## src/rtl/dispatch_batch_sequencer_if.sv

```systemverilog
// Handshake bundle: per-slot dispatch requests in, lane-sized batches out to the execution unit.
interface dispatch_batch_sequencer_if #(
  parameter int NUM_REQS    = 4,
  parameter int NUM_THREADS = 4,
  parameter int NUM_LANES   = 2,
  parameter int DATAW       = 32,
  parameter int HDRW        = 64
);
  localparam int NUM_PACKETS = NUM_THREADS / NUM_LANES;
  localparam int PID_W       = (NUM_PACKETS > 1) ? $clog2(NUM_PACKETS) : 1;
  localparam int REQ_W       = (NUM_REQS > 1) ? $clog2(NUM_REQS) : 1;

  logic [NUM_REQS-1:0]                             in_valid;
  logic [NUM_REQS-1:0][HDRW-1:0]                   in_hdr;
  logic [NUM_REQS-1:0][NUM_THREADS-1:0]            in_tmask;
  logic [NUM_REQS-1:0][NUM_THREADS-1:0][DATAW-1:0] in_data;
  logic [NUM_REQS-1:0]                             in_ready;

  logic                            out_valid;
  logic                            out_ready;
  logic [HDRW-1:0]                 out_hdr;
  logic [NUM_LANES-1:0]            out_tmask;
  logic [NUM_LANES-1:0][DATAW-1:0] out_data;
  logic [PID_W-1:0]                out_pid;
  logic                            out_sop;
  logic                            out_eop;
  logic [REQ_W-1:0]                out_req;

  modport slave (
    input  in_valid, in_hdr, in_tmask, in_data, out_ready,
    output in_ready, out_valid, out_hdr, out_tmask, out_data, out_pid,
           out_sop, out_eop, out_req
  );

  modport master (
    output in_valid, in_hdr, in_tmask, in_data, out_ready,
    input  in_ready, out_valid, out_hdr, out_tmask, out_data, out_pid,
           out_sop, out_eop, out_req
  );
endinterface

```

## src/rtl/dispatch_batch_sequencer.sv

```systemverilog
// Round-robin picks an issue slot, locks onto it and streams its nonempty lane batches to one
// execution unit; the request is popped when its last batch is accepted.
module dispatch_batch_sequencer #(
  parameter int NUM_REQS      = 4,
  parameter int NUM_THREADS   = 4,
  parameter int NUM_LANES     = 2,
  parameter int DATAW         = 32,
  parameter int HDRW          = 64,
  parameter int PERF_CTR_BITS = 44
) (
  input  logic                       clk,
  input  logic                       reset,
  dispatch_batch_sequencer_if.slave  bus,
  output logic [PERF_CTR_BITS-1:0]   perf_stalls
);
  localparam int NUM_PACKETS = NUM_THREADS / NUM_LANES;
  localparam int PID_W       = (NUM_PACKETS > 1) ? $clog2(NUM_PACKETS) : 1;
  localparam int REQ_W       = (NUM_REQS > 1) ? $clog2(NUM_REQS) : 1;

  if ((NUM_THREADS % NUM_LANES) != 0) begin : g_bad_lanes
    $error("NUM_THREADS must be a multiple of NUM_LANES");
  end

  typedef enum logic {S_ARB, S_LOCKED} state_t;

  state_t                   r_state, w_state_nxt;
  logic [REQ_W-1:0]         r_lock_idx, w_lock_idx_nxt;
  logic [REQ_W-1:0]         r_rr_ptr, w_rr_ptr_nxt;
  logic [PID_W-1:0]         r_pid, w_pid_nxt;
  logic [PERF_CTR_BITS-1:0] r_perf, w_perf_nxt;

  logic [REQ_W-1:0]                  w_sel, w_idx;
  logic                              w_scan_found, w_cur_found;
  logic [NUM_THREADS-1:0]            w_tmask;
  logic [NUM_THREADS-1:0][DATAW-1:0] w_data;
  logic [HDRW-1:0]                   w_hdr;
  logic [NUM_PACKETS-1:0]            w_bmask;
  logic [PID_W-1:0]                  w_cur, w_next;
  logic                              w_eop, w_valid, w_fire, w_stall;

  // Slot selection, batch masks and current/next batch.
  always_comb begin
    w_sel        = r_lock_idx;
    w_idx        = '0;
    w_scan_found = 1'b0;
    if (r_state == S_ARB) begin
      w_sel = r_rr_ptr;
      for (int unsigned i = 0; i < NUM_REQS; i++) begin
        w_idx = REQ_W'((32'(r_rr_ptr) + i) % 32'(NUM_REQS));
        if (!w_scan_found && bus.in_valid[w_idx]) begin
          w_sel        = w_idx;
          w_scan_found = 1'b1;
        end
      end
    end

    w_tmask = bus.in_tmask[w_sel];
    w_data  = bus.in_data[w_sel];
    w_hdr   = bus.in_hdr[w_sel];
    for (int unsigned p = 0; p < NUM_PACKETS; p++) begin
      w_bmask[p] = |w_tmask[p*NUM_LANES +: NUM_LANES];
    end

    // An all-zero mask leaves w_cur at 0 with an empty slice, giving the single-beat case.
    w_cur       = r_pid;
    w_cur_found = 1'b0;
    if (r_state == S_ARB) begin
      w_cur = '0;
      for (int unsigned p = 0; p < NUM_PACKETS; p++) begin
        if (!w_cur_found && w_bmask[p]) begin
          w_cur       = PID_W'(p);
          w_cur_found = 1'b1;
        end
      end
    end

    w_eop  = 1'b1;
    w_next = w_cur;
    for (int unsigned p = 0; p < NUM_PACKETS; p++) begin
      if (w_eop && (p > 32'(w_cur)) && w_bmask[p]) begin
        w_next = PID_W'(p);
        w_eop  = 1'b0;
      end
    end
  end

  // Outputs and next state.
  always_comb begin
    w_valid = ~reset & ((r_state == S_LOCKED) | (|bus.in_valid));
    w_fire  = w_valid & bus.out_ready;
    w_stall = w_valid & ~bus.out_ready;

    bus.out_valid = w_valid;
    bus.out_hdr   = w_hdr;
    bus.out_tmask = w_tmask[32'(w_cur)*NUM_LANES +: NUM_LANES];
    bus.out_data  = w_data[32'(w_cur)*NUM_LANES +: NUM_LANES];
    bus.out_pid   = w_cur;
    bus.out_sop   = (r_state == S_ARB);
    bus.out_eop   = w_eop;
    bus.out_req   = w_sel;
    bus.in_ready  = '0;
    if (w_fire && w_eop) begin
      bus.in_ready[w_sel] = 1'b1;
    end

    w_state_nxt    = r_state;
    w_lock_idx_nxt = r_lock_idx;
    w_rr_ptr_nxt   = r_rr_ptr;
    w_pid_nxt      = r_pid;
    w_perf_nxt     = r_perf + PERF_CTR_BITS'(w_stall);
    if (w_fire) begin
      if (w_eop) begin
        w_state_nxt  = S_ARB;
        w_rr_ptr_nxt = (w_sel == REQ_W'(NUM_REQS - 1)) ? '0 : w_sel + 1'b1;
        w_pid_nxt    = '0;
      end else begin
        w_state_nxt    = S_LOCKED;
        w_lock_idx_nxt = w_sel;
        w_pid_nxt      = w_next;
      end
    end
  end

  always_ff @(posedge clk) begin
    if (reset) begin
      r_state    <= S_ARB;
      r_lock_idx <= '0;
      r_rr_ptr   <= '0;
      r_pid      <= '0;
      r_perf     <= '0;
    end else begin
      r_state    <= w_state_nxt;
      r_lock_idx <= w_lock_idx_nxt;
      r_rr_ptr   <= w_rr_ptr_nxt;
      r_pid      <= w_pid_nxt;
      r_perf     <= w_perf_nxt;
    end
  end

  assign perf_stalls = r_perf;
endmodule

```

## src/flat_wrapper.sv

```systemverilog
// flat-port wrapper written by rule: the top's interface ports become plain ports
module dispatch_batch_sequencer_flat 
#(
  parameter int NUM_REQS      = 4,
  parameter int NUM_THREADS   = 4,
  parameter int NUM_LANES     = 2,
  parameter int DATAW         = 32,
  parameter int HDRW          = 64,
  parameter int PERF_CTR_BITS = 44
)
  (clk, reset, perf_stalls, bus_in_valid, bus_in_hdr, bus_in_tmask, bus_in_data, bus_out_ready, bus_in_ready, bus_out_valid, bus_out_hdr, bus_out_tmask, bus_out_data, bus_out_pid, bus_out_sop, bus_out_eop, bus_out_req);
  dispatch_batch_sequencer_if #(.NUM_REQS(NUM_REQS), .NUM_THREADS(NUM_THREADS), .NUM_LANES(NUM_LANES), .DATAW(DATAW), .HDRW(HDRW)) bus_i ();
  input  logic clk;
  input  logic reset;
  output logic [PERF_CTR_BITS-1:0] perf_stalls;
  input wire logic [$bits(bus_i.in_valid)-1:0] bus_in_valid;
  input wire logic [$bits(bus_i.in_hdr)-1:0] bus_in_hdr;
  input wire logic [$bits(bus_i.in_tmask)-1:0] bus_in_tmask;
  input wire logic [$bits(bus_i.in_data)-1:0] bus_in_data;
  input wire logic [$bits(bus_i.out_ready)-1:0] bus_out_ready;
  output wire logic [$bits(bus_i.in_ready)-1:0] bus_in_ready;
  output wire logic [$bits(bus_i.out_valid)-1:0] bus_out_valid;
  output wire logic [$bits(bus_i.out_hdr)-1:0] bus_out_hdr;
  output wire logic [$bits(bus_i.out_tmask)-1:0] bus_out_tmask;
  output wire logic [$bits(bus_i.out_data)-1:0] bus_out_data;
  output wire logic [$bits(bus_i.out_pid)-1:0] bus_out_pid;
  output wire logic [$bits(bus_i.out_sop)-1:0] bus_out_sop;
  output wire logic [$bits(bus_i.out_eop)-1:0] bus_out_eop;
  output wire logic [$bits(bus_i.out_req)-1:0] bus_out_req;
  assign bus_i.in_valid = bus_in_valid;
  assign bus_i.in_hdr = bus_in_hdr;
  assign bus_i.in_tmask = bus_in_tmask;
  assign bus_i.in_data = bus_in_data;
  assign bus_i.out_ready = bus_out_ready;
  assign bus_in_ready = bus_i.in_ready;
  assign bus_out_valid = bus_i.out_valid;
  assign bus_out_hdr = bus_i.out_hdr;
  assign bus_out_tmask = bus_i.out_tmask;
  assign bus_out_data = bus_i.out_data;
  assign bus_out_pid = bus_i.out_pid;
  assign bus_out_sop = bus_i.out_sop;
  assign bus_out_eop = bus_i.out_eop;
  assign bus_out_req = bus_i.out_req;
  dispatch_batch_sequencer #(.NUM_REQS(NUM_REQS), .NUM_THREADS(NUM_THREADS), .NUM_LANES(NUM_LANES), .DATAW(DATAW), .HDRW(HDRW), .PERF_CTR_BITS(PERF_CTR_BITS)) u_core (.clk(clk), .reset(reset), .bus(bus_i), .perf_stalls(perf_stalls));
endmodule
```

## config.mk

```make
export PLATFORM = sky130hd
export DESIGN_NAME = dispatch_batch_sequencer_flat
export DESIGN_NICKNAME = d
export VERILOG_FILES = /design/src/rtl/dispatch_batch_sequencer_if.sv /design/src/rtl/dispatch_batch_sequencer.sv /design/src/flat_wrapper.sv
export SDC_FILE = /design/constraint.sdc
export NUM_CORES = 1
export LEC_CHECK = 0
export CAP_MARGIN = 10
export CORE_AREA = 2 2 379 381
export DETAILED_ROUTE_END_ITERATION = 6
export DIE_AREA = 0 0 381 383
export SLEW_MARGIN = 20
export SYNTH_ARGS = -nofsm -noshare
export SYNTH_HDL_FRONTEND = slang
export SYNTH_SLANG_ARGS = --single-unit
```

## constraint.sdc

```tcl
create_clock -name clk -period 8.95 [get_ports clk]
set_input_delay 1.79 -clock clk [delete_from_list [all_inputs] [get_ports clk]]
set_output_delay 1.79 -clock clk [all_outputs]
set_load 0.02 [all_outputs]
```

# [Yosys cells after proc, flatten, opt, wreduce, memory -nomap -nowiden]
# Cells that the tools add are included.
[totals] out_inout_bits=184 latchBits=0 memories=0 mem_bits_rw=0 elab_cells=108 inputBits=791 reg_bits=49 mem_bits_ro=0
[op_classes] n_mux=34 order_cmp=7 mul=0 shifts=33 reduce_logical=16 n_eq_ne=1 n_bitwise=8 addsub=5 div=0
[ops] operator="binary-select mux 128 bit (select 2 bit)" n=1
[ops] operator="indexed part select 4 x 3 -> 2 bit" n=33
[ops] operator="binary-select mux 64 bit (select 2 bit)" n=1
[ops] operator="two-way mux 128 bit" n=1
[ops] operator="two-way mux 64 bit" n=1
[ops] operator="adder 44 x 1 -> 44 bit" n=1
[ops] operator="two-way mux 1 bit" n=17
[ops] operator="< comparator 2 x 3 -> 1 bit (second input constant)" n=5
[ops] operator="two-way mux 2 bit" n=5
[ops] operator="binary-select mux 1 bit (select 2 bit)" n=4
[ops] operator="binary-select mux 4 bit (select 2 bit)" n=1
[ops] operator="two-way mux 4 bit" n=2
[ops] operator="logical AND 1 bit" n=7
[ops] operator="adder 2 x 1 -> 2 bit (second input constant)" n=2
[ops] operator="adder 2 bit (second input constant)" n=2
[ops] operator="zero test 1 bit" n=4
[ops] operator="NOT 1 bit" n=4
[ops] operator="AND reduction 2 bit" n=2
[ops] operator="OR reduction 2 bit" n=2
[ops] operator="OR reduction 4 bit" n=1
[ops] operator="bitwise AND 1 bit" n=3
[ops] operator="demux 1 bit (select 2 bit)" n=1
[ops] operator="equality test 2 bit (second input constant)" n=1
[ops] operator=">= comparator 2 x 1 -> 1 bit (second input constant)" n=1
[ops] operator="2 further kinds" n=2

# [Depth between registers and ports, before layout]
# Gate-level depths: netlist (run 1).
[depth] depth_word=30 ltp_mapped=14 mapped_depth_nobuf=13

# [Worst setup path after synthesis (run 1)]
# OpenSTA, ideal clock, no wires.
[synth_timing] kind="input -> output" from="in bus_in_valid[0]" to="out bus_out_data[0]" path_buffers=3 required_time_ns=7.160 t_arrival_ns=4.308 slack_ns=2.852 stages=10 cell_sequence="or3b_1 -> nor3b_1 -> o41a_1 -> buf_6 -> or3_4 -> a22o_1 -> a21oi_4 -> buf_6 -> buf_8 -> mux2_1"
[synth_between] elab_chain_cells=26 word_cells_on_any_way=37 classes_between="shift: 1; mux: 26; reduce/logical: 10"
[synth_rtl] item="start: declaration" line_no="flat_wrapper.sv:16" source="input wire logic [$bits(bus_i.in_valid)-1:0] bus_in_valid;"
[synth_rtl] item="binary-select mux 1 bit (select 2 bit)" line_no="dispatch_batch_sequencer.sv:50" source="if (!w_scan_found && bus.in_valid[w_idx]) begin"
[synth_rtl] item="two-way mux 1 bit (implied by the code)" line_no="dispatch_batch_sequencer.sv:50"
[synth_rtl] item="two-way mux 1 bit" line_no="dispatch_batch_sequencer.sv:50"
[synth_rtl] item="two-way mux 1 bit" line_no="dispatch_batch_sequencer.sv:46" source="if (r_state == S_ARB) begin"
[synth_rtl] item="zero test 1 bit" line_no="dispatch_batch_sequencer.sv:50"
[synth_rtl] item="logical AND 1 bit" line_no="dispatch_batch_sequencer.sv:50"
[synth_rtl] item="two-way mux 1 bit" line_no="dispatch_batch_sequencer.sv:50"
[synth_rtl] item="two-way mux 1 bit" line_no="dispatch_batch_sequencer.sv:46"
[synth_rtl] item="(+10 left out)"
[synth_rtl] item="OR reduction 2 bit" line_no="dispatch_batch_sequencer.sv:61" source="w_bmask[p] = |w_tmask[p*NUM_LANES +: NUM_LANES];"
[synth_rtl] item="two-way mux 1 bit" line_no="dispatch_batch_sequencer.sv:70" source="if (!w_cur_found && w_bmask[p]) begin"
[synth_rtl] item="two-way mux 1 bit" line_no="dispatch_batch_sequencer.sv:67" source="if (r_state == S_ARB) begin"
[synth_rtl] item="zero test 1 bit" line_no="dispatch_batch_sequencer.sv:70"
[synth_rtl] item="logical AND 1 bit" line_no="dispatch_batch_sequencer.sv:70"
[synth_rtl] item="two-way mux 1 bit" line_no="dispatch_batch_sequencer.sv:70"
[synth_rtl] item="two-way mux 1 bit" line_no="dispatch_batch_sequencer.sv:67"
[synth_rtl] item="indexed part select 4 x 3 -> 2 bit (*)" line_no="dispatch_batch_sequencer.sv:96" source="bus.out_data = w_data[32'(w_cur)*NUM_LANES +: NUM_LANES];"
[synth_rtl] item="end: declaration" line_no="flat_wrapper.sv:25" source="output wire logic [$bits(bus_i.out_data)-1:0] bus_out_data;"
# Mark *: on every way between the ends. The rest lies on a longest branch, timed or not. The select of a mux whose other input is x is not followed.

# [Final worst setup path (run 1)]
[layout_timing] from="in bus_in_valid[0]" to="out bus_out_data[43]"
# The elaborated chain is that of the path after synthesis.

==> results.txt, run 1 <==
largest family of logic cells by synthesized area: simple AND/OR/NAND/NOR gates
root buf cell: clkbuf_16
Critical path origin: bus_in_valid[0]
P_leak: 8.136 nW
IO Count: 975
post-synthesis simple-gate area fraction: 53.15%
CTS buffer count: 5
Seq/Total Area, Yosys: 10.71%
synthesized cell area: 9155 um2
die area: 145,900 um2
Max Freq: 0.1241 GHz
Post-CTS Hold Fix Bufs: 0
htree depth: 2
remaining antenna violation count: 0
CP Capture Type: output pin
FF+latch area: 980.9 um2
register bit total from synthesis: 49
final slew viol count: 0
PD cells: 347.0 nW/um2
largest net degree at the start of global routing: 104
status: finished, final reports clean
routed via count: 15.80k
Mapped Cells: 1,660
CP arrival: 6.27 ns
CP required: 7.16 ns
minimum clock period: 8.060 ns
EDFF count, synth: 0
Clock Sink Count: 49
area occupied by multi-input gates: 7533 um2
reg2reg start: u_core.r_state
unrepaired setup endpoints after global routing: no
Port Buffer Count: 974
DRT Wirelength: 101,200 um
All-Layer GR Usage: 12.90%
max cap viols: 0
Worst Path Max Fanout: 49
core area: 142,300 um2
Min-Delay Path Class: reg -> reg
hpwl dp: 86,050 um
mean post-synth cell area: 5.515 um2
final hold violation count: 0
clk buf depth: 2
DRT Pass-1 Iters: 6
first-pass GRT wire length: 131,400 um
Final Skew: 0.01445 ns
syn nets: 2,457
wire per inst: 22.62 um
Nets: 3,349
total grt overflow: 0
Setup CP Type: in -> out
final setup vio count: 0
post-synthesis cell type count: 49
Startpoint Class: input port
number of setup buffers added after CTS: 0
fin crit share: 90.06%
Worst VDD drop: 0.0002665 V
Place WS: 0.8695 ns
DR DRC count: 0
layout cell share with drive strength beyond 1: 4.935%
Initial DRC Count: 1,208
row count: 139
YS warnings: 0
RePlAce Congestion: 0.9664
HP Start: u_core.perf_stalls[8]
CTS tree: yes
worst-skew pair later-pin latency: 0.30 ns
area grow syn2layout: 133.3%
Vias per Instance: 3.533
Top FF cell, synth: dfxtp_1
setup TNS: 0 ns
Initial Util: 6.435%
Synth Area in Adders: 0.8200%
Slew HR: 38.22%
Reg clk slew, reported paths: 0.07 ns
post-synthesis mux area share: 8.542%
vias in the first global route: 15.64k
CTS resizes: 0
async set or reset register ratio after synthesis: 0%
initial antenna violation count: 52
post-synthesis xor/xnor area fraction: 3.157%
slew at the pin closest to its max-slew limit: 0.9267 ns
Die Ht: 383 um
final worst slack: 0.8898 ns
die width: 381 um
Filler Cells Inserted: 16.56k
Synth Area in Compound Gates: 16.37%
==> worst paths after layout <==
| check | depth (start not counted) | slack, ns | to |
|---|---|---|---|
| worst min-delay path | 2 | 0.50 | u_core.perf_stalls[8] |
| worst max register to register | 13 | 4.76 | u_core.perf_stalls[40] |
| worst min register to register | 2 | 0.50 | u_core.perf_stalls[8] |
| worst max-delay path | 12 | 0.89 | bus_out_data[43] |
==> critical path: stages <==
cell             delay (ns)
clkdlybuf4s50_1        0.49
or3b_1                 0.43
nor3b_1                0.17
o41a_2                 0.66
inv_16                 0.26
nand2_1                0.09
a32oi_1                0.42
nor2_1                 0.19
a21oi_4                0.24
buf_12                 0.34
mux2_1                 0.50
clkdlybuf4s50_1        0.61
==> kinds of logic (layout without fill, tap and decap cells) <==
kind of cell             after synthesis  in the layout
multiplexers                          70             70
XOR/XNOR                              33             33
other                                  0             16
flip-flops                            49             49
buffers and inverters                150           1043
adder cells (fa/ha/maj)                6              6
AO/OA/AOI/OAI                        235            235
AND/OR/NAND/NOR                     1117           1117
==> area by class of cell <==
class	count	area share, %
timing repair buffer	1028	47.86
multi-input combinational	1461	35.27
tap	1903	11.15
sequential	49	4.593
clock buffer	5	0.5858
inverter	7	0.2343
antenna	16	0.1875
clock inverter	3	0.1230
==> report_power, final <==
part / internal (mW) / switching (mW) / leakage (nW) / total (mW)
Combinational: 2.65 / 4.32 / 7.67 / 6.97
Sequential: 0.227 / 0.0157 / 0.395 / 0.243
Clock: 0.107 / 0.0937 / 0.0753 / 0.201
Total: 2.98 / 4.43 / 8.14 / 7.41
==> stage by stage <==
step	power [mW]	util (%)	instances	instance area (um2)	hold slack, ns
6_report	7.412	15.01	4472	21360	0.4995
3_3_place_gp	7.456	14.88	4448	21170	0.4829
3_5_place_dp	7.391	14.88	4448	21170	0.4936
4_1_cts	7.625	14.99	4456	21320	0.5048
5_1_grt	7.904	14.99	4459	21330	0.5324
2_1_floorplan	3.571	-	1660	9155	0.4705
==> routing by layer <==
metal | wire length, um | track usage (%) | part of all wire [%] | up-vias
met4 | 1302 | 1.640 | 1.3 | 38
met5 | 251 | 0 | 0.25 | -
li1 | - | - | - | 7430
met3 | 9066 | 4.241 | 9.0 | 109
met2 | 49540 | 22.54 | 49 | 787
met1 | 40990 | 15.67 | 41 | 7435
==> cell usage after synthesis, types with 10 or more instances <==
cell type | count | area [um2]
dfxtp_1 | 49 | 980.9
nor2_1 | 43 | 161.4
mux2_2 | 15 | 168.9
xnor2_1 | 10 | 87.58
o21ai_0 | 14 | 70.07
clkbuf_1 | 110 | 412.9
a31oi_1 | 192 | 1201
nand2_1 | 801 | 3007
a21oi_1 | 11 | 55.05
buf_2 | 16 | 80.08
and3_1 | 198 | 1239
mux2_1 | 50 | 563.0
nand3_1 | 20 | 100.1
xor2_1 | 23 | 201.4
==> sequential cells by signal, summed over array words and instances, names as in the netlist <==
signal	count
u_core.r_lock_idx	2
u_core.r_state	1
u_core.r_rr_ptr	2
u_core.perf_stalls	44
==> cell usage in the layout, fill, tap and decap left out, types with 3 or more instances in the layout <==
cell / netlist / final
clkdlybuf4s50_1: 0 / 936
nand2_1: 801 / 801
and3_1: 198 / 198
a31oi_1: 192 / 189
buf_4: 1 / 79
mux2_1: 50 / 50
dfxtp_1: 49 / 49
nor2_1: 43 / 43
xor2_1: 23 / 23
nand3_1: 20 / 20
diode_2: 0 / 16
mux2_2: 15 / 15
o21ai_0: 14 / 14
buf_12: 0 / 13
a21oi_1: 11 / 11
xnor2_1: 10 / 10
or3_1: 9 / 9
nor2b_1: 9 / 9
and2_1: 9 / 8
nand4_1: 8 / 8
ha_1: 6 / 6
nor3_1: 5 / 5
nand2b_1: 5 / 5
mux2i_1: 5 / 5
clkbuf_16: 0 / 5
and4_1: 4 / 4
inv_1: 4 / 4
a31oi_2: 0 / 3
inv_6: 0 / 3
(Power assumes the default switching activity.)
==> run 2: changes to the inputs <==
--- a/config.mk
+++ b/config.mk
@@ -9,6 +9,8 @@
 export CORE_AREA = 2 2 379 381
 export DETAILED_ROUTE_END_ITERATION = 6
 export DIE_AREA = 0 0 381 383
+export GPL_TIMING_DRIVEN = 0
+export PLACE_DENSITY_LB_ADDON = 0.05
 export SLEW_MARGIN = 20
 export SYNTH_ARGS = -nofsm -noshare
 export SYNTH_HDL_FRONTEND = slang
==> results.txt, run 2 (synthesis results as in run 1) <==
final slew viol count: 0 (unchanged)
Cell Count, Final, Fillers Out: 4,563 (+2.0%)
IO Count: 975 (unchanged)
Reg clk slew, reported paths: 0.08 ns (about the same)
routed via count: 16.07k (+1.7%)
CTS resizes: 2 (+2)
Port Buffer Count: 974 (unchanged)
remaining antenna violation count: 0 (unchanged)
CP Capture Type: output pin
vias in the first global route: 16.49k (+5.4%)
max cap viols: 0 (unchanged)
final core occ: 15.14% (+0.12 points)
Worst Path Max Fanout: 18 (-63%)
placed instance count: 4,537 (+2.0%)
Hold Crit Depth: 2 (unchanged)
first-pass GRT wire length: 155,000 um (+18%)
status: finished, final reports clean
layout cell share with drive strength beyond 1: 2.385% (-2.6 points)
die width: 381 um (unchanged)
PD cells: 341.2 nW/um2 (-1.7%)
CP required: 7.16 ns (about the same)
Clock Sink Count: 49 (unchanged)
htree depth: 2 (unchanged)
Vias per Instance: 3.521 (-0.33%)
worst-skew pair later-pin latency: 0.30 ns (about the same)
Max Freq: 0.1187 GHz (-4.3%)
commonest non-fill, non-tap cells in the layout: clkdlybuf4s50_1, nand2_1, and3_1, a31oi_1, clkbuf_1
Startpoint Class: input port
final worst slack: 0.5250 ns (-0.3649 ns)
row count: 139 (unchanged)
die area: 145,900 um2 (unchanged)
Nets: 3,438 (+2.7%)
met2 usage: 29.85% (+7.3 points)
GR met1 Demand/Resource: 17.46% (+1.8 points)
Overall Power: 7.347 mW (-0.87%)
hpwl dp: 106,300 um (+24%)
CP most frequent cell: buf_2
root buf cell: clkbuf_16
Post-CTS Hold Fix Bufs: 0 (unchanged)
Filler Cells Inserted: 16.61k (+0.32%)
Setup CP Type: in -> out
met3 GRT Util: 4.329% (+0.088 points)
Reg2Reg Setup Slack: 4.33 ns (-0.43 ns)
area grow syn2layout: 135.2%
Worst VDD drop: 0.0001188 V (-55%)
Min-Delay Path Class: reg -> reg
Initial DRC Count: 782 (-35%)
CTS buffer count: 5 (unchanged)
minimum clock period: 8.425 ns (+0.3649 ns)
CP arrival: 6.64 ns (+0.37 ns)
DR DRC count: 0 (unchanged)
final setup vio count: 0 (unchanged)
DRT Pass-1 Iters: 5 (-1)
RePlAce Congestion: 0.8944 (-7.5%)
Placed Instance Area: 21,290 um2 (+0.60%)
wire per inst: 26.32 um (+16%)
CP peak stage delay: 0.72 ns (+0.06 ns)
slew at the pin closest to its max-slew limit: 1.007 ns (+0.08007 ns)
P_leak: 8.075 nW (-0.75%)
largest net degree at the start of global routing: 19 (-82%)
crit-path cells: clkdlybuf4s50_1 -> or3b_1 -> nor3b_1 -> o41a_1 -> buf_6 -> clkinv_4 -> clkbuf_2 -> buf_2 -> buf_2 -> buf_2 -> nand2_1 -> a31oi_1 -> clkdlybuf4s50_1
fin crit share: 94.13% (+4.1 points)
Initial Util: 6.435% (unchanged)
Final Skew: 0.01064 ns (-0.003810 ns)
GRT Max-Usage Layer: met2
setup TNS: 0 ns (unchanged)
crit path max-delay cell type: clkdlybuf4s50_1
Place WS: -0.4398 ns (-1.309 ns)
All-Layer GR Usage: 15.49% (+2.6 points)
max FFs per register: 44 (unchanged)
Reg2Reg Depth: 14 (+1)
initial antenna violation count: 70 (+35%)
Die Ht: 383 um (unchanged)
CTS tree: yes
final hold slack: 0.5088 ns (+0.009222 ns)
total grt overflow: 0 (unchanged)
core area: 142,300 um2 (unchanged)
final hold violation count: 0 (unchanged)
DRT Wirelength: 120,100 um (+19%)
Slew HR: 32.88% (-5.3 points)
clk buf depth: 2 (unchanged)
unrepaired setup endpoints after global routing: no
number of setup buffers added after CTS: 0 (unchanged)
fin area: 21,530 um2 (+0.81%)
area occupied by multi-input gates: 7518 um2 (-0.20%)
FF+latch area: 980.9 um2 (unchanged)
most common cell after layout, fill and taps aside: clkdlybuf4s50_1
[run 2: changes by cell type in the layout (fill, tap and decap cells not counted), sizes merged]
cell / change
clkbuf: +110
buf: -58
clkdlybuf4s50: +38
inv: -5
clkinv: +2
diode: +2
bufinv: +1
clkinvlp: +1
[run 2: final timing paths]
check | start | end
setup / recovery | bus_in_valid[0] | bus_out_hdr[20]
hold / removal | u_core.perf_stalls[42] | u_core.perf_stalls[42]
setup reg to reg | u_core.r_state | u_core.perf_stalls[40]
hold reg to reg | u_core.perf_stalls[42] | u_core.perf_stalls[42]
[run 2: area by class of cell]
class	instances	area share (%)
antenna	18	0.2092
sequential	49	4.555
buffer	142	2.969
inverter	7	0.1453
timing repair buffer	975	45.33
multi-input combinational	1461	34.92
clock buffer	6	0.6450
clock inverter	2	0.1743
tap	1903	11.06
[run 2: routing by layer]
metal | wire, um | part of all wire, %
met5 | 331 | 0.28
met4 | 1170 | 0.97
met3 | 8016 | 6.7
met2 | 63510 | 53
met1 | 47060 | 39
[run 2: critical path: cells and delay by family]
family	cells	cell delay (ns)
buffers and inverters	8	3.19
AOI/OAI and AO/OA	2	0.92
and+or+nand+nor	3	0.67
[run 2: report_power, final]
group	total (mW)	internal, mW	switching, mW	leakage [nW]
logic	6.88	2.60	4.28	7.60
registers	0.238	0.227	0.0109	0.395
clock network	0.231	0.140	0.0915	0.0832
total	7.35	2.97	4.38	8.08
==> run 3: changes to the inputs <==
--- a/config.mk
+++ b/config.mk
@@ -11,7 +11,6 @@
 export DIE_AREA = 0 0 381 383
 export GPL_TIMING_DRIVEN = 0
 export PLACE_DENSITY_LB_ADDON = 0.05
-export SLEW_MARGIN = 20
 export SYNTH_ARGS = -nofsm -noshare
 export SYNTH_HDL_FRONTEND = slang
 export SYNTH_SLANG_ARGS = --single-unit
==> results.txt, run 3 (synthesis results as in run 1) <==
initial antenna violation count: 78 (+11%)
Nets: 3,441 (+0.087%)
clk buf depth: 2 (unchanged)
Max Freq: 0.1176 GHz (-0.94%)
row count: 139 (unchanged)
die area: 145,900 um2 (unchanged)
Die Ht: 383 um (unchanged)
PD cells: 341.5 nW/um2 (about the same)
largest net degree at the start of global routing: 19 (unchanged)
CTS buffer count: 5 (unchanged)
Vias per Instance: 3.523 (about the same)
die width: 381 um (unchanged)
unrepaired setup endpoints after global routing: no
CP Capture Type: output pin
P_leak: 8.070 nW (about the same)
Setup CP Type: in -> out
CP arrival: 6.71 ns (+0.07 ns)
routed via count: 16.09k (+0.12%)
max cap viols: 0 (unchanged)
Startpoint Class: input port
most common cell after layout, fill and taps aside: clkdlybuf4s50_1
remaining antenna violation count: 0 (unchanged)
wire per inst: 26.32 um (about the same)
core area: 142,300 um2 (unchanged)
Initial Util: 6.435% (unchanged)
r2r endpoint: u_core.perf_stalls[40]
Worst VDD drop: 0.0001072 V (-9.7%)
Min-Delay Path Class: reg -> reg
first-pass GRT wire length: 155,900 um (+0.56%)
DRT Pass-1 Iters: 7 (+2)
minimum clock period: 8.505 ns (+0.07949 ns)
area grow syn2layout: 135.2% (about the same)
total grt overflow: 0 (unchanged)
final core occ: 15.14% (about the same)
layout cell share with drive strength beyond 1: 2.231% (-0.15 points)
RePlAce Congestion: 0.8944 (unchanged)
commonest non-fill, non-tap cells in the layout: clkdlybuf4s50_1, nand2_1, and3_1, a31oi_1, clkbuf_1
Reg2Reg Setup Slack: 4.17 ns (-0.16 ns)
fin crit share: 95.02% (+0.89 points)
Clock Sink Count: 49 (unchanged)
Reg2Reg Depth: 14 (unchanged)
status: finished, final reports clean
DR DRC count: 0 (unchanged)
final hold violation count: 0 (unchanged)
IO Count: 975 (unchanged)
Worst Path Max Fanout: 19 (+1)
vias in the first global route: 16.68k (+1.2%)
final setup vio count: 0 (unchanged)
setup TNS: 0 ns (unchanged)
CTS tree: yes
Post-CTS Hold Fix Bufs: 0 (unchanged)
CTS resizes: 3 (+1)
Initial DRC Count: 714 (-8.7%)
reg2reg start: u_core.r_state
termination of the worst setup path: bus_out_data[52]
worst-skew pair later-pin latency: 0.30 ns (about the same)
htree depth: 2 (unchanged)
hpwl dp: 106,800 um (+0.47%)
Critical path origin: bus_in_valid[0]
CP required: 7.16 ns (about the same)
final slew viol count: 0 (unchanged)
Slew HR: 20.10% (-13 points)
final worst slack: 0.4455 ns (-0.07949 ns)
Final Skew: 0.01127 ns (+0.0006249 ns)
Reg clk slew, reported paths: 0.07 ns (about the same)
DRT Wirelength: 120,200 um (about the same)
number of setup buffers added after CTS: 0 (unchanged)
slew at the pin closest to its max-slew limit: 1.198 ns (+0.1917 ns)
max FFs per register: 44 (unchanged)
Port Buffer Count: 974 (unchanged)
root buf cell: clkbuf_16
Place WS: -0.4554 ns (-0.01557 ns)
All-Layer GR Usage: 15.53% (+0.041 points)
==> run 3: cell types whose count changed in the layout (fill, tap and decap cells not counted), sizes merged <==
cell	change
buf	+3
clkinvlp	-1
clkbuf	-1
bufinv	-1
clkinv	+3
==> run 3: critical path, stage by stage <==
cell	delay, ns
clkdlybuf4s50_1	0.48
or3b_1	0.43
nor3b_1	0.18
o41a_1	0.42
buf_6	0.19
clkinv_4	0.08
clkbuf_1	0.59
buf_6	0.24
clkbuf_1	0.50
nand2_1	0.30
and3_1	0.25
a31oi_1	0.39
mux2_1	0.21
clkdlybuf4s50_1	0.63
==> run 3: routing by layer <==
| layer | share of wire (%) | track usage [%] | wire, um |
|---|---|---|---|
| met1 | 39 | 17.41 | 47120 |
| met2 | 53 | 29.76 | 63140 |
| met3 | 6.8 | 4.611 | 8140 |
| met4 | 1.1 | 1.039 | 1366 |
| met5 | 0.33 | 0 | 402 |
==> run 3: worst min path at each step <==
stage                            from                     end  cells past startpoint
3_3_place_gp    u_core.perf_stalls[6]   u_core.perf_stalls[6]                      2
4_1_cts        u_core.perf_stalls[42]  u_core.perf_stalls[42]                      2
2_1_floorplan      u_core.r_rr_ptr[0]      u_core.r_rr_ptr[0]                      2
3_5_place_dp   u_core.perf_stalls[42]  u_core.perf_stalls[42]                      2
5_1_grt         u_core.perf_stalls[6]   u_core.perf_stalls[6]                      2
6_report        u_core.perf_stalls[8]   u_core.perf_stalls[8]                      2
==> run 3: final cells by class <==
| cell class | instances | area, um2 |
|---|---|---|
| fill | 16580 | 120700 |
| timing repair buffer | 978 | 9806 |
| multi-input combinational | 1461 | 7511 |
| tap | 1903 | 2381 |
| sequential | 49 | 980.9 |
| buffer | 142 | 631.9 |
| clock buffer | 5 | 125.1 |
| antenna | 18 | 45.04 |
| inverter | 7 | 31.28 |
| clock inverter | 3 | 22.52 |
==> run 3: report_power, final <==
part / leakage (nW) / total, mW / internal [mW] / switching, mW
sequential: 0.395 / 0.238 / 0.227 / 0.0109
combinational: 7.60 / 6.92 / 2.61 / 4.30
clock: 0.0739 / 0.200 / 0.105 / 0.0950
==> run 3: per-stage QoR <==
step | total power [mW] | area, um2 | hold slack [ns] | std cells
6_report | 7.353 | 21530 | 0.5076 | 4566
5_1_grt | 7.899 | 21500 | 0.5320 | 4553
4_1_cts | 7.624 | 21490 | 0.5118 | 4548
3_5_place_dp | 7.390 | 21340 | 0.4962 | 4541
3_3_place_gp | 7.405 | 21290 | 0.4909 | 4537
2_1_floorplan | 3.571 | 9155 | 0.4705 | 1660
